File: src/rtl/fir_ctrl_pkg.sv
// Shared types and constants for the FIR moving-average run/sequence controller.
package fir_ctrl_pkg;

    typedef enum logic [2:0] {
        IDLE,
        SAMPLE,
        FILTER,
        WAIT_MA,
        CONVERT,
        WAIT_BCD
    } state_t;

    localparam logic [1:0] PAGE_BLANK = 2'd0;
    localparam logic [1:0] PAGE_HI    = 2'd1;
    localparam logic [1:0] PAGE_MID   = 2'd2;
    localparam logic [1:0] PAGE_LO    = 2'd3;

endpackage

File: src/rtl/fir_seq_ctrl_if.sv
// Control/handshake bundle between the sequencer and the FIR datapath blocks.
interface fir_seq_ctrl_if;

    logic       bcd_busy;
    logic       bcd_done;
    logic       ma_done;
    logic       run;
    logic       lfsr_step;
    logic       ma_step;
    logic       bcd_start;
    logic [1:0] page;
    logic       page_load;
    logic       err;
    logic       ovr;

    modport master (
        input  bcd_busy, bcd_done, ma_done,
        output run, lfsr_step, ma_step, bcd_start, page, page_load, err, ovr
    );

    modport slave (
        output bcd_busy, bcd_done, ma_done,
        input  run, lfsr_step, ma_step, bcd_start, page, page_load, err, ovr
    );

endinterface

File: src/rtl/fir_seq_ctrl_debounce.sv
// Button synchronizer and debouncer; emits a 1-cycle pulse on each accepted press (1->0).
module btn_debounce #(
    parameter int unsigned DEBOUNCE_CYC = 500_000
) (
    input  logic clk,
    input  logic rst_n,
    input  logic btn,
    output logic press
);

    localparam int unsigned CW = (DEBOUNCE_CYC > 1) ? $clog2(DEBOUNCE_CYC) : 1;

    logic          sync1;
    logic          sync2;
    logic          level;
    logic [CW-1:0] cnt;

    always_ff @(posedge clk or negedge rst_n) begin
        if (!rst_n) begin
            sync1 <= 1'b1;
            sync2 <= 1'b1;
            level <= 1'b1;
            cnt   <= '0;
            press <= 1'b0;
        end else begin
            sync1 <= btn;
            sync2 <= sync1;
            press <= 1'b0;
            if (sync2 == level) begin
                cnt <= '0;
            end else if (cnt == CW'(DEBOUNCE_CYC - 1)) begin
                // Counter value DEBOUNCE_CYC-1 marks the last of DEBOUNCE_CYC differing samples.
                level <= sync2;
                cnt   <= '0;
                press <= ~sync2;
            end else begin
                cnt <= cnt + 1'b1;
            end
        end
    end

endmodule

File: src/rtl/fir_seq_ctrl.sv
// Run/sequence controller: run toggle, slow tick, display page rotation and the
// sample -> filter -> convert handshake sequence with BCD timeout and overrun flags.
module fir_seq_ctrl
    import fir_ctrl_pkg::*;
#(
    parameter int unsigned TICK_DIV     = 25_000_000,
    parameter int unsigned DEBOUNCE_CYC = 500_000,
    parameter int unsigned BCD_TIMEOUT  = 64
) (
    input  logic             CLOCK_50,
    input  logic             rst_n,
    input  logic             toggle_btn,
    fir_seq_ctrl_if.master   bus
);

    localparam int unsigned TW = $clog2(TICK_DIV);
    localparam int unsigned OW = $clog2(BCD_TIMEOUT);

    state_t        state;
    state_t        state_next;
    logic          press;
    logic [TW-1:0] tick_cnt;
    logic [OW-1:0] tmo_cnt;
    logic          tick;
    logic          start_req;
    logic          lfsr_set;
    logic          ma_set;
    logic          start_set;
    logic          err_set;
    logic          ovr_set;

    btn_debounce #(.DEBOUNCE_CYC(DEBOUNCE_CYC)) u_debounce (
        .clk   (CLOCK_50),
        .rst_n (rst_n),
        .btn   (toggle_btn),
        .press (press)
    );

    assign tick      = bus.run && (tick_cnt == TW'(TICK_DIV - 1));
    assign start_req = tick && (bus.page == PAGE_LO);

    always_ff @(posedge CLOCK_50 or negedge rst_n) begin
        if (!rst_n) begin
            bus.run       <= 1'b0;
            tick_cnt      <= '0;
            bus.page      <= PAGE_BLANK;
            bus.page_load <= 1'b0;
        end else begin
            bus.run       <= bus.run ^ press;
            bus.page_load <= tick;
            if (!bus.run || tick) begin
                tick_cnt <= '0;
            end else begin
                tick_cnt <= tick_cnt + 1'b1;
            end
            if (tick) begin
                bus.page <= bus.page + 2'd1;
            end
        end
    end

    // Pulses are registered on the transition so each lands in the first cycle of its state.
    always_comb begin
        state_next = state;
        lfsr_set   = 1'b0;
        ma_set     = 1'b0;
        start_set  = 1'b0;
        err_set    = 1'b0;
        ovr_set    = start_req && (state != IDLE);
        case (state)
            IDLE: begin
                if (start_req) begin
                    state_next = SAMPLE;
                    lfsr_set   = 1'b1;
                end
            end
            SAMPLE: begin
                state_next = FILTER;
                ma_set     = 1'b1;
            end
            FILTER: begin
                state_next = WAIT_MA;
            end
            WAIT_MA: begin
                // An idle converter is started straight away so bcd_start follows ma_done by one cycle.
                if (bus.ma_done) begin
                    if (bus.bcd_busy) begin
                        state_next = CONVERT;
                    end else begin
                        state_next = WAIT_BCD;
                        start_set  = 1'b1;
                    end
                end
            end
            CONVERT: begin
                if (!bus.bcd_busy) begin
                    state_next = WAIT_BCD;
                    start_set  = 1'b1;
                end
            end
            WAIT_BCD: begin
                if (bus.bcd_done) begin
                    state_next = IDLE;
                end else if (tmo_cnt == OW'(BCD_TIMEOUT - 1)) begin
                    state_next = IDLE;
                    err_set    = 1'b1;
                end
            end
            default: begin
                state_next = IDLE;
            end
        endcase
    end

    always_ff @(posedge CLOCK_50 or negedge rst_n) begin
        if (!rst_n) begin
            state         <= IDLE;
            tmo_cnt       <= '0;
            bus.lfsr_step <= 1'b0;
            bus.ma_step   <= 1'b0;
            bus.bcd_start <= 1'b0;
            bus.err       <= 1'b0;
            bus.ovr       <= 1'b0;
        end else begin
            state         <= state_next;
            tmo_cnt       <= (state == WAIT_BCD) ? tmo_cnt + 1'b1 : '0;
            bus.lfsr_step <= lfsr_set;
            bus.ma_step   <= ma_set;
            bus.bcd_start <= start_set;
            bus.err       <= bus.err | err_set;
            bus.ovr       <= bus.ovr | ovr_set;
        end
    end

endmodule

File: src/flat_wrapper.sv
// flat-port wrapper written by rule: the top's interface ports become plain ports
module fir_seq_ctrl_flat import fir_ctrl_pkg::*;
#(
    parameter int unsigned TICK_DIV     = 25_000_000,
    parameter int unsigned DEBOUNCE_CYC = 500_000,
    parameter int unsigned BCD_TIMEOUT  = 64
)
  (CLOCK_50, rst_n, toggle_btn, bus_bcd_busy, bus_bcd_done, bus_ma_done, bus_run, bus_lfsr_step, bus_ma_step, bus_bcd_start, bus_page, bus_page_load, bus_err, bus_ovr);
  fir_seq_ctrl_if bus_i ();
  input  logic CLOCK_50;
  input  logic rst_n;
  input  logic toggle_btn;
  input wire logic [$bits(bus_i.bcd_busy)-1:0] bus_bcd_busy;
  input wire logic [$bits(bus_i.bcd_done)-1:0] bus_bcd_done;
  input wire logic [$bits(bus_i.ma_done)-1:0] bus_ma_done;
  output wire logic [$bits(bus_i.run)-1:0] bus_run;
  output wire logic [$bits(bus_i.lfsr_step)-1:0] bus_lfsr_step;
  output wire logic [$bits(bus_i.ma_step)-1:0] bus_ma_step;
  output wire logic [$bits(bus_i.bcd_start)-1:0] bus_bcd_start;
  output wire logic [$bits(bus_i.page)-1:0] bus_page;
  output wire logic [$bits(bus_i.page_load)-1:0] bus_page_load;
  output wire logic [$bits(bus_i.err)-1:0] bus_err;
  output wire logic [$bits(bus_i.ovr)-1:0] bus_ovr;
  assign bus_i.bcd_busy = bus_bcd_busy;
  assign bus_i.bcd_done = bus_bcd_done;
  assign bus_i.ma_done = bus_ma_done;
  assign bus_run = bus_i.run;
  assign bus_lfsr_step = bus_i.lfsr_step;
  assign bus_ma_step = bus_i.ma_step;
  assign bus_bcd_start = bus_i.bcd_start;
  assign bus_page = bus_i.page;
  assign bus_page_load = bus_i.page_load;
  assign bus_err = bus_i.err;
  assign bus_ovr = bus_i.ovr;
  fir_seq_ctrl #(.TICK_DIV(TICK_DIV), .DEBOUNCE_CYC(DEBOUNCE_CYC), .BCD_TIMEOUT(BCD_TIMEOUT)) u_core (.CLOCK_50(CLOCK_50), .rst_n(rst_n), .toggle_btn(toggle_btn), .bus(bus_i));
endmodule
File: config.mk
export PLATFORM = sky130hd
export DESIGN_NAME = fir_seq_ctrl_flat
export DESIGN_NICKNAME = d
export VERILOG_FILES = /design/src/rtl/fir_ctrl_pkg.sv /design/src/rtl/fir_seq_ctrl_if.sv /design/src/rtl/fir_seq_ctrl_debounce.sv /design/src/rtl/fir_seq_ctrl.sv /design/src/flat_wrapper.sv
export SDC_FILE = /design/constraint.sdc
export NUM_CORES = 1
export LEC_CHECK = 0
export CAP_MARGIN = 40
export CORE_UTILIZATION = 54
export CTS_CLUSTER_SIZE = 25
export DETAILED_ROUTE_END_ITERATION = 10
export PLACE_DENSITY = 0.82
export SLEW_MARGIN = 20
export SYNTH_ARGS = -nofsm -noshare
export SYNTH_HDL_FRONTEND = slang
export SYNTH_SLANG_ARGS = --single-unit
File: constraint.sdc
create_clock -name CLOCK_50 -period 2.16 [get_ports CLOCK_50]
set_input_delay 0.54 -clock CLOCK_50 [delete_from_list [all_inputs] [get_ports CLOCK_50]]
set_output_delay 0.54 -clock CLOCK_50 [all_outputs]
set_load 0.05 [all_outputs]
==> summary.txt <==
Setup path
  – WP buf/inv: 1
  – CP Cell Sequence: clkdlybuf4s50_1
  – Max stage delay on crit path: 820 ps
  – Required @ worst endpoint: 1620 ps
  – CP Launch Type: register
  – Worst Setup End Kind: output port
  – CP delay by family, top: buffers and inverters
  – Worst Path Max Fanout: 3
  – CP max stage cell: clkdlybuf4s50_1
  – CP arrival: 1540 ps
  – Worst Path Class, Setup: register to output port

Routing
  – DR vias/cell: 5.697
  – ANT nets after route: 0
  – Drt drc: 0
  – Drt wl/cell: 14.25 um
  – WL final: 5728 um
  – Initial DRC Count: 107
  – Via count: 2290
  – DR pass1 iterations: 4

Final layout
  – Post-layout instance count excluding filler cells: 402
  – Syn-to-layout area delta: 14.73%
  – Filler Cell Count: 420
  – Layout cells sized above 1: 12.42%
  – Final #Nets: 335
  – Ant diodes: 0
  – Fin area: 3557 um2

Pwr
  – Pwr Density: 708.6 nW/um2
  – Peak VDD IR: 0.0003223 V
  – Leak: 1.477 nW

Min path
  – Tightest Hold Check Type: primary input to async pin

Synthesis
  – Synth area leader: dfrtp_1
  – Seq/Total Area, Yosys: 53.39%
  – Post-synth top cells: dfrtp_1, nor2_1, xor2_1
  – Most frequent cell after synthesis: dfrtp_1
  – Yosys top cell area share: 50.85%
  – Post-synth top flop: dfrtp_1
  – Post-Syn Nets: 310
  – Largest cells by area after synthesis: dfrtp_1, xor2_1, nor2_1
  – Cell variety after synth: 38
  – Ys async rst share: 100.0%
  – EDFF count, synth: 0
  – Mean post-synth cell area: 10.33 um2
  – Syn Inst Count: 300
  – Synthesized flop and latch total: 66
  – Cell Area, Synth: 3100 um2
  – Yosys warns: 0

Flow run
  – Max Cap Viol: 0

Clock tree
  – H-Tree Level Count: 3
  – Clock Sinks: 66
  – Clock root cell: clkbuf_8
  – Num CTS Buffers: 9
  – Clk slew on worst S/H paths: 70 ps
  – CTS tree: built
  – CTS Buffer Depth: 2
  – Worst-skew pair later-pin latency: 330 ps

Placed design
  – HPWL Detailed: 3889 um
  – Placed inst area: 3379 um2
  – I/O Buffers: 14
  – DP Cell Count: 386
  – Routability cong.: 0.8259

Global route
  – Vias in the first global route: 2315
  – Grt total ovfl: 0
  – Initial antenna violation count: 0
  – GRT Total Usage: 21.49%
  – First-pass GRT wire length: 10170 um
  – Largest net degree at the start of global routing: 47

Floorplanning
  – Core footprint: 5507 um2
  – Die ar.: 6049 um2
  – Die width: 77.78 um
  – Die Y: 77.78 um
  – Initial core utilization: 56.31%
  – Ports: 15
  – Std cell rows: 27

STA
  – Fin. max-slew vios: 0
  – Fmax: 479.8 MHz
  – Fin crit period: 2084 ps
  – RSZ-0062 raised after global routing: no
  – Setup-failing EPs final: 0
  – Final hold violation count: 0
  – Period utilization: 96.49%
  – Skew final: 8.096 ps
  – Worst-margin pin slew: 506.3 ps
  – Total Neg Setup Slack: 0 ps
  – Max-slew headroom: 66.14%

Status
  – Status: finished, final reports clean
[logic make-up (layout without fill, tap and decap cells)]
kind of cell	Yosys count	after routing	synth area share, %
AND/OR/NAND/NOR	140	140	24.90
flip-flops	66	66	53.39
AO/OA/AOI/OAI	35	35	7.102
XOR/XNOR	35	35	9.887
buffers and inverters	18	48	2.381
adder cells (fa/ha/maj)	4	4	1.614
multiplexers	2	2	0.7263
[registers in the layout, indices dropped and copies added (netlist names), 2 cells and up]
name / count
u_core.tick_cnt: 25
u_core.u_debounce.cnt: 19
u_core.tmo_cnt: 6
u_core.state: 3
u_core.bus.page: 2
[stage by stage]
stage	util, %	hold slack, ps	power (mW)	worst slack [ps]
2_1_floorplan	-	244.4	1.545	78.17
3_3_place_gp	61.37	347.1	1.631	93.45
3_5_place_dp	61.37	354.1	1.646	11.88
4_1_cts	64.46	185.4	2.547	2.170
5_1_grt	64.60	202.7	2.640	1.438
6_report	64.60	188.4	2.521	75.79
[path summary, 6_finish.rpt]
check | startpoint | endpoint | slack (ps) | cells after the start
worst max register to register | u_core.tick_cnt[1] | u_core.bus.page[1] | 100 | 5
worst max-delay path | u_core.bus.page[0] | bus_page[0] | 80 | 1
max in group asynchronous | rst_n | u_core.u_debounce.sync2 | 1700 | 2
worst min register to register | u_core.u_debounce.sync1 | u_core.u_debounce.sync2 | 360 | 0
min in group CLOCK_50 | u_core.u_debounce.sync1 | u_core.u_debounce.sync2 | 360 | 0
worst min-delay path | rst_n | u_core.tmo_cnt[3] | 190 | 2
[area by class of cell]
type / instances / area [um2] / area share [%]
timing repair buffer: 22 / 219.0 / 6.155
tap: 72 / 90.09 / 2.533
inverter: 10 / 37.54 / 1.055
sequential: 66 / 1655 / 46.54
clock buffer: 11 / 141.4 / 3.975
multi-input combinational: 216 / 1384 / 38.90
clock inverter: 5 / 30.03 / 0.8442
[placed cells by master (no fill, tap or decap), types with 2 or more instances in the layout]
cell type        netlist  layout
a21o_1                 2       2
a21oi_1               14      14
a31o_2                 2       2
and2_1                 2       2
and3_1                 5       5
and4_1                 7       7
buf_12                 0       2
buf_4                  0       6
clkbuf_8               0      10
clkdlybuf4s50_1        0      12
clkinv_2               0       3
clkinvlp_4             0       2
dfrtp_1               63      63
dfstp_2                3       3
ha_1                   4       4
inv_1                 10      10
mux2_2                 2       2
nand2_1               14      14
nand2b_1               2       2
nand3_1               15      15
nand4_1               13      13
nor2_1                44      44
nor2b_1                2       2
nor3_1                 6       6
nor4_1                 8       8
o21ai_0                7       7
o21bai_1               2       2
o31ai_1                6       5
o31ai_2                1       2
or3_1                  3       3
or3_2                  3       3
or4_1                  9       7
or4_4                  0       2
xnor2_1               15      15
xor2_1                20      20
[metal layers]
layer,GRT usage (%),vias to the layer above,wire length [um]
met5,0,-,0
met2,35.58,45,2777
met3,4.118,7,189
met1,26.84,1123,2676
li1,-,1115,-
met4,10.75,0,85
[what timing repair did]
action,CTS,global route
setup endpoints to repair,1,6
gates resized for setup,1,2
buffers inserted,0,0
hold buffers,0,0
pin swaps,0,1
[power breakdown]
part	internal (mW)	switching, mW	total (mW)
sequential	1.29	0.0739	1.36
combinational	0.111	0.152	0.263
clock	0.442	0.455	0.896
Note: power is estimated with default switching activity, not from simulation.
